### src/rtl/pipe_stage_reg.sv
// Y86-64 pipeline stage register with stall/bubble control, a valid flag,
// a saturating consecutive-stall counter with timeout, and a sticky error
// for simultaneous stall and bubble requests.
module pipe_stage_reg #(
  parameter int unsigned      NUM_VAL   = 2,
  parameter int unsigned      VAL_W     = 64,
  parameter logic [2:0]       STAT_BUB  = 3'd0,
  parameter logic [3:0]       BUB_ICODE = 4'h1,
  parameter logic [3:0]       RNONE     = 4'hF,
  parameter int unsigned      CNT_W     = 4,
  parameter logic [CNT_W-1:0] MAX_STALL = 4'd8
) (
  input  logic                     clk,
  input  logic                     rst_n,
  input  logic                     stall,
  input  logic                     bubble,
  input  logic [2:0]               in_stat,
  input  logic [3:0]               in_icode,
  input  logic [3:0]               in_ifun,
  input  logic [3:0]               in_rA,
  input  logic [3:0]               in_rB,
  input  logic [NUM_VAL*VAL_W-1:0] in_val,
  output logic [2:0]               out_stat,
  output logic [3:0]               out_icode,
  output logic [3:0]               out_ifun,
  output logic [3:0]               out_rA,
  output logic [3:0]               out_rB,
  output logic [NUM_VAL*VAL_W-1:0] out_val,
  output logic                     out_valid,
  output logic [CNT_W-1:0]         stall_cnt,
  output logic                     stall_timeout,
  output logic                     ctl_err
);

  logic [2:0]               r_stat;
  logic [3:0]               r_icode;
  logic [3:0]               r_ifun;
  logic [3:0]               r_rA;
  logic [3:0]               r_rB;
  logic [NUM_VAL*VAL_W-1:0] r_val;
  logic                     r_valid;
  logic [CNT_W-1:0]         r_stall_cnt;
  logic                     r_ctl_err;
  logic                     w_cnt_sat;

  assign w_cnt_sat = (r_stall_cnt == '1);

  // Datapath: stall holds (even over bubble), bubble injects a NOP, otherwise load.
  always_ff @(posedge clk or negedge rst_n) begin
    if (!rst_n) begin
      r_stat  <= STAT_BUB;
      r_icode <= BUB_ICODE;
      r_ifun  <= '0;
      r_rA    <= RNONE;
      r_rB    <= RNONE;
      r_val   <= '0;
      r_valid <= 1'b0;
    end else if (stall) begin
      r_stat  <= r_stat;
      r_icode <= r_icode;
      r_ifun  <= r_ifun;
      r_rA    <= r_rA;
      r_rB    <= r_rB;
      r_val   <= r_val;
      r_valid <= r_valid;
    end else if (bubble) begin
      r_stat  <= STAT_BUB;
      r_icode <= BUB_ICODE;
      r_ifun  <= '0;
      r_rA    <= RNONE;
      r_rB    <= RNONE;
      r_val   <= '0;
      r_valid <= 1'b0;
    end else begin
      r_stat  <= in_stat;
      r_icode <= in_icode;
      r_ifun  <= in_ifun;
      r_rA    <= in_rA;
      r_rB    <= in_rB;
      r_val   <= in_val;
      r_valid <= 1'b1;
    end
  end

  // Consecutive-stall counter: counts up while stalled, saturates, clears otherwise.
  always_ff @(posedge clk or negedge rst_n) begin
    if (!rst_n) begin
      r_stall_cnt <= '0;
    end else if (stall) begin
      if (!w_cnt_sat) begin
        r_stall_cnt <= r_stall_cnt + 1'b1;
      end
    end else begin
      r_stall_cnt <= '0;
    end
  end

  // Sticky flag for a stall and a bubble requested in the same cycle.
  always_ff @(posedge clk or negedge rst_n) begin
    if (!rst_n) begin
      r_ctl_err <= 1'b0;
    end else if (stall && bubble) begin
      r_ctl_err <= 1'b1;
    end
  end

  assign out_stat      = r_stat;
  assign out_icode     = r_icode;
  assign out_ifun      = r_ifun;
  assign out_rA        = r_rA;
  assign out_rB        = r_rB;
  assign out_val       = r_val;
  assign out_valid     = r_valid;
  assign stall_cnt     = r_stall_cnt;
  assign stall_timeout = (r_stall_cnt >= MAX_STALL);
  assign ctl_err       = r_ctl_err;

endmodule

### config.mk
export PLATFORM = sky130hd
export DESIGN_NAME = pipe_stage_reg
export DESIGN_NICKNAME = d
export VERILOG_FILES = /design/src/rtl/pipe_stage_reg.sv
export SDC_FILE = /design/constraint.sdc
export NUM_CORES = 1
export LEC_CHECK = 0
export ABC_AREA = 1
export CORE_ASPECT_RATIO = 1.75
export CORE_MARGIN = 3
export CORE_UTILIZATION = 43
export DETAILED_ROUTE_END_ITERATION = 6
export PLACE_DENSITY = 0.84
export SYNTH_ARGS = -nofsm -noshare
export SYNTH_HDL_FRONTEND = slang
export SYNTH_SLANG_ARGS = --single-unit
### constraint.sdc
create_clock -name clk -period 1.8 [get_ports clk]
set_clock_uncertainty 0.2 [all_clocks]
set_input_delay 0.36 -clock clk [delete_from_list [all_inputs] [get_ports clk]]
set_output_delay 0.36 -clock clk [all_outputs]
set_load 0.02 [all_outputs]
# [Word-level counts from Yosys, hierarchy flattened]
# Index checks and enable logic that the tools add are counted.
[op_classes] add_sub_neg=1 magnitude_cmp=1 n_eq_ne=2 n_mux=9 n_reduce_logical=1
[op_table] cell="128-bit 2-to-1 mux" n=1
[op_table] cell="4-bit 2-to-1 mux" n=6
[op_table] cell="4-bit by 1-bit adder with 4-bit output, second input constant" n=1
[op_table] cell="4-bit == test, second input constant" n=1
[op_table] cell="4-bit greater-or-equal comparator, second input constant" n=1
[op_table] cell="3-bit 2-to-1 mux" n=1
[op_table] cell="2-bit != test, second input constant" n=1
[op_table] cell="1-bit logical AND" n=1
[op_table] cell="1-bit 2-to-1 mux" n=1
[totals] reg_bits=153 inputBits=151 out_inout_bits=154

# [Logic depth before layout (Yosys ltp)]
[depth] word_depth=3 mapped_depth=5 mapped_depth_nobuf=5

# [Worst setup path before layout]
# No wires, ideal clock.
[synth_timing] kind="register -> register" from="reg r_stall_cnt[1] (netlist: stall_cnt[1])" to="reg r_stall_cnt[0] (netlist: stall_cnt[0])" arrival_ns=0.997 required_time_ns=1.474 slack_ns=0.477 path_stages_with_launch=5 path_cell_list="dfrtp_1 ha_1 nand2_1 nor2_2 o21ai_0"
[synth_between] elab_chain_len=2
[synth_lines] element="from (decl)" line_no="42" rtl="logic [CNT_W-1:0] r_stall_cnt;"
[synth_lines] element="from (signal assigned)" line_no="91" rtl="r_stall_cnt <= r_stall_cnt + 1'b1;"
[synth_lines] element="4-bit == test" line_no="46" rtl="assign w_cnt_sat = (r_stall_cnt == '1);"
[synth_lines] element="2-bit != test (no line)"
# No other way between the ends.
# A chain may end at the register's enable or synchronous reset.

# [Worst setup path after layout]
[layout_timing] from="reg r_rB[1] (netlist: out_rB[1])" to="out out_rB[1]"
[layout_rtl] element="from (decl)" line_no="39" rtl="logic [3:0] r_rB;"
[layout_rtl] element="from (signal assigned)" line_no="63" rtl="r_rB <= r_rB;"
[layout_rtl] element="from (signal assigned)" line_no="79" rtl="r_rB <= in_rB;"
[layout_rtl] element="to (decl)" line_no="27" rtl="output logic [3:0] out_rB,"
# No word-level cell between the ends.

==> flow_metrics.py <==
metrics = {
    "cts": {
        "cts-root-buf": "clkbuf_16",
        "clock-sinks": 153,
        "cts_buffer_depth": 2,
        "clk_pin_slew_ns": 0.07,
        "cts_tree": "built",
        "h-tree-depth": 4,
        "clk_latency_ns": 0.41,
        "cts_setup_buffers": 0,
        "cts_made_buffers": 17,
    },
    "synthesis": {
        "synth_simple_gate_area_frac": 0.296,
        "yosys_warnings": 0,
        "synth_fa_ha_area_frac": 0.00428,
        "synthTopCellsByArea": "dfrtp_1 (62%), nand2_1 (27%), dfstp_2 (4.0%), buf_4 (2.7%), nor2_1 (2.0%)",
        "synthMuxAreaShare": 0,
        "ys_seq_elements": 153,
        "synthesis.nets": 808,
        "yosys.area.top_type": "dfrtp_1",
        "synthXorXnorAreaFrac": 0,
        "synth_cell_types": 15,
        "synth_area_um2": 5850,
        "synth_compound_area_frac": 0.00385,
        "yosysSeqAreaShare": 0.657,
        "synth_top_area_share": 0.616,
        "synth_top_family_by_area": "simple AND/OR/NAND/NOR gates",
        "syn_area_per_cell_um2": 8.93,
        "synth_cells": 655,
    },
    "place": {
        "hpwl_mm": 13.1,
        "port-buffer-count": 304,
        "postPlaceCellArea_um2": 9130,
        "gp_congestion": 0.840,
    },
    "worst_setup_path": {
        "cpLargestDelayFamily": "flip-flops",
        "reg2reg_depth": 5,
        "reg2reg_slack_ns": 0.37,
        "critical_path.endpoint": "out_rB[1]",
        "worstSetupPathType": "reg -> out",
        "startpoint_type": "flip-flop",
        "path_buf_inv": 1,
        "crit_chain": "clkdlybuf4s15_2",
        "critPathRequiredTime_ns": 1.24,
        "crit_cells": 1,
        "startpoint": "out_rB[1]",
        "slowest_delay_ns": 0.53,
        "worstReg2RegStart": "stall_cnt[1]",
        "critPathCaptureType": "primary output",
        "crit_arrival_ns": 1.20,
        "critPathMaxFanout": 2,
        "cpMaxStageDelayCell": "dfstp_2",
        "r2r_end": "stall_cnt[1]",
    },
    "power": {
        "vdd_drop_max_mv": 0.593,
        "power.density_nw_per_um2": 921,
        "cellLeakagePower_uw": 0.00524,
    },
    "floorplanning": {
        "dieArea_um2": 15100,
        "core_um2": 13100,
        "std_cell_rows": 55,
        "io_pins": 305,
        "fp.dieH_um": 160,
        "die_w_um": 94.1,
        "start_util": 0.445,
    },
    "routing": {
        "vias": 5321,
        "routedWlPerCell_um": 16.0,
        "firstDrtPassIters": 4,
        "remaining_drc_errors": 0,
        "drt_iter0_markers": 265,
        "via_per_inst": 4.64,
        "ant_nets": 0,
        "routed_wl_mm": 18.4,
    },
    "finish": {
        "syn_to_final_growth_pct": 62.5,
        "fin_util": 0.723,
        "drive_above_1_share": 0.0758,
        "n_fill_cell": 1041,
        "antenna_cells": 0,
        "nNetsFinal": 1116,
        "stdcell_area_um2": 9500,
    },
    "timing": {
        "holdWs_ns": 0.218,
        "slew_headroom": 0.733,
        "setup_viol": 0,
        "worst_pin_slew_ns": 0.401,
        "fin_crit_ns": 1.76,
        "hold_violations": 0,
        "finalCritPeriodShare": 0.976,
        "slew_viol_final": 0,
        "fmax_mhz": 569,
        "rsz0062_at_grt": "false",
    },
    "grt": {
        "grt_pass1_vias": 5412,
        "grt_usage": 0.245,
        "grt_first_pass_wirelength_mm": 28.5,
        "grt_start_max_net_pins": 76,
        "grt_remaining_overflow": 0,
        "antenna_found_initial": 0,
    },
    "status": {
        "status": "complete, no violations",
    },
    "min_path": {
        "hold_class": "in -> async",
    },
    "run": {
        "max_cap_violations": 0,
    },
}
cell usage in the layout (no fill, tap or decap), drive strengths merged:
cell type,instances
clkdlybuf4s15,8
nor2,33
ha,2
dfrtp,144
clkinvlp,5
nand3,1
o21ai,3
clkbuf,22
dlygate4sd2,141
clkinv,2
dlygate4sd3,1
buf,20
inv,11
nand2,425
clkdlybuf4s50,148
a21o,1
dfstp,9
registers in the layout (all words and copies together) (netlist names), 3 cells and up:
register	flops
stall_cnt	4
out_ifun	4
out_rA	4
out_rB	4
out_icode	4
out_stat	3
out_val	128
Yosys cell counts (all sizes together):
library cell,instances
a21o,1
nand2,425
nor2,33
o21ai,3
clkinv,1
nand3,1
ha,2
inv,4
buf,31
clkbuf,1
dfstp,9
dfrtp,144
area by class of cell:
class                   count  area, um2  share of cell area
flip-flops and latches    153       3840               0.404
repair buffers            321       3090               0.326
multi-input cells         465       1780               0.188
clock buffers              19        443              0.0466
well taps                 171        214              0.0225
clock inverters            13        109              0.0115
inverters                   5       18.8             0.00198
how the worst min path moves through the flow:
stage / cells past startpoint / endpoint / slack [ns] / from
2_1_floorplan: 0 / ctl_err / -0.14 / rst_n
3_3_place_gp: 1 / out_val[123] / 0.10 / rst_n
3_5_place_dp: 1 / out_val[123] / 0.10 / rst_n
4_1_cts: 2 / out_val[91] / 0.22 / rst_n
5_1_grt: 5 / out_val[47] / 0.23 / stall
6_report: 2 / out_val[123] / 0.22 / rst_n
cells by family after synthesis:
| group | after synthesis |
|---|---|
| AND/OR/NAND/NOR | 459 |
| AO/OA/AOI/OAI | 4 |
| buffers and inverters | 37 |
| adder cells (fa/ha/maj) | 2 |
| flip-flops | 153 |
layer usage:
| metal | global-route usage | vias up | share of wire | routed length, um |
|---|---|---|---|---|
| met1 | 0.274 | 2461 | 0.36 | 6630 |
| met5 | 0 | - | 0 | 0 |
| li1 | - | 2573 | - | - |
| met4 | 0.123 | 0 | 0.051 | 945 |
| met3 | 0.0702 | 60 | 0.067 | 1230 |
| met2 | 0.419 | 227 | 0.52 | 9570 |
power by group:
part | total, uW | switching (uW) | internal, uW
combinational | 1550 | 854 | 697
sequential | 3850 | 137 | 3710
clock | 3340 | 1510 | 1840
metrics by stage:
| stage | TNS (ns) | power (uW) | std cells | setup WS, ns |
|---|---|---|---|---|
| final | 0 | 8750 | 1147 | 0.0439 |
| after global placement | -0.00561 | 5630 | 1114 | -0.00359 |
| after detailed placement | -0.688 | 5660 | 1114 | -0.0339 |
| after global routing | 0 | 9130 | 1147 | 0.000969 |
| after CTS | 0 | 8840 | 1147 | 0.00643 |
| after floorplan | 0 | 4570 | 655 | 0.477 |
repair_timing:
item                       CTS  global route
setup endpoints to repair  154             5
hold buffers                 1             0
resized for setup          177             5
hold endpoints to repair    57             0
No activity file was read; power rests on OpenSTA's default activity.
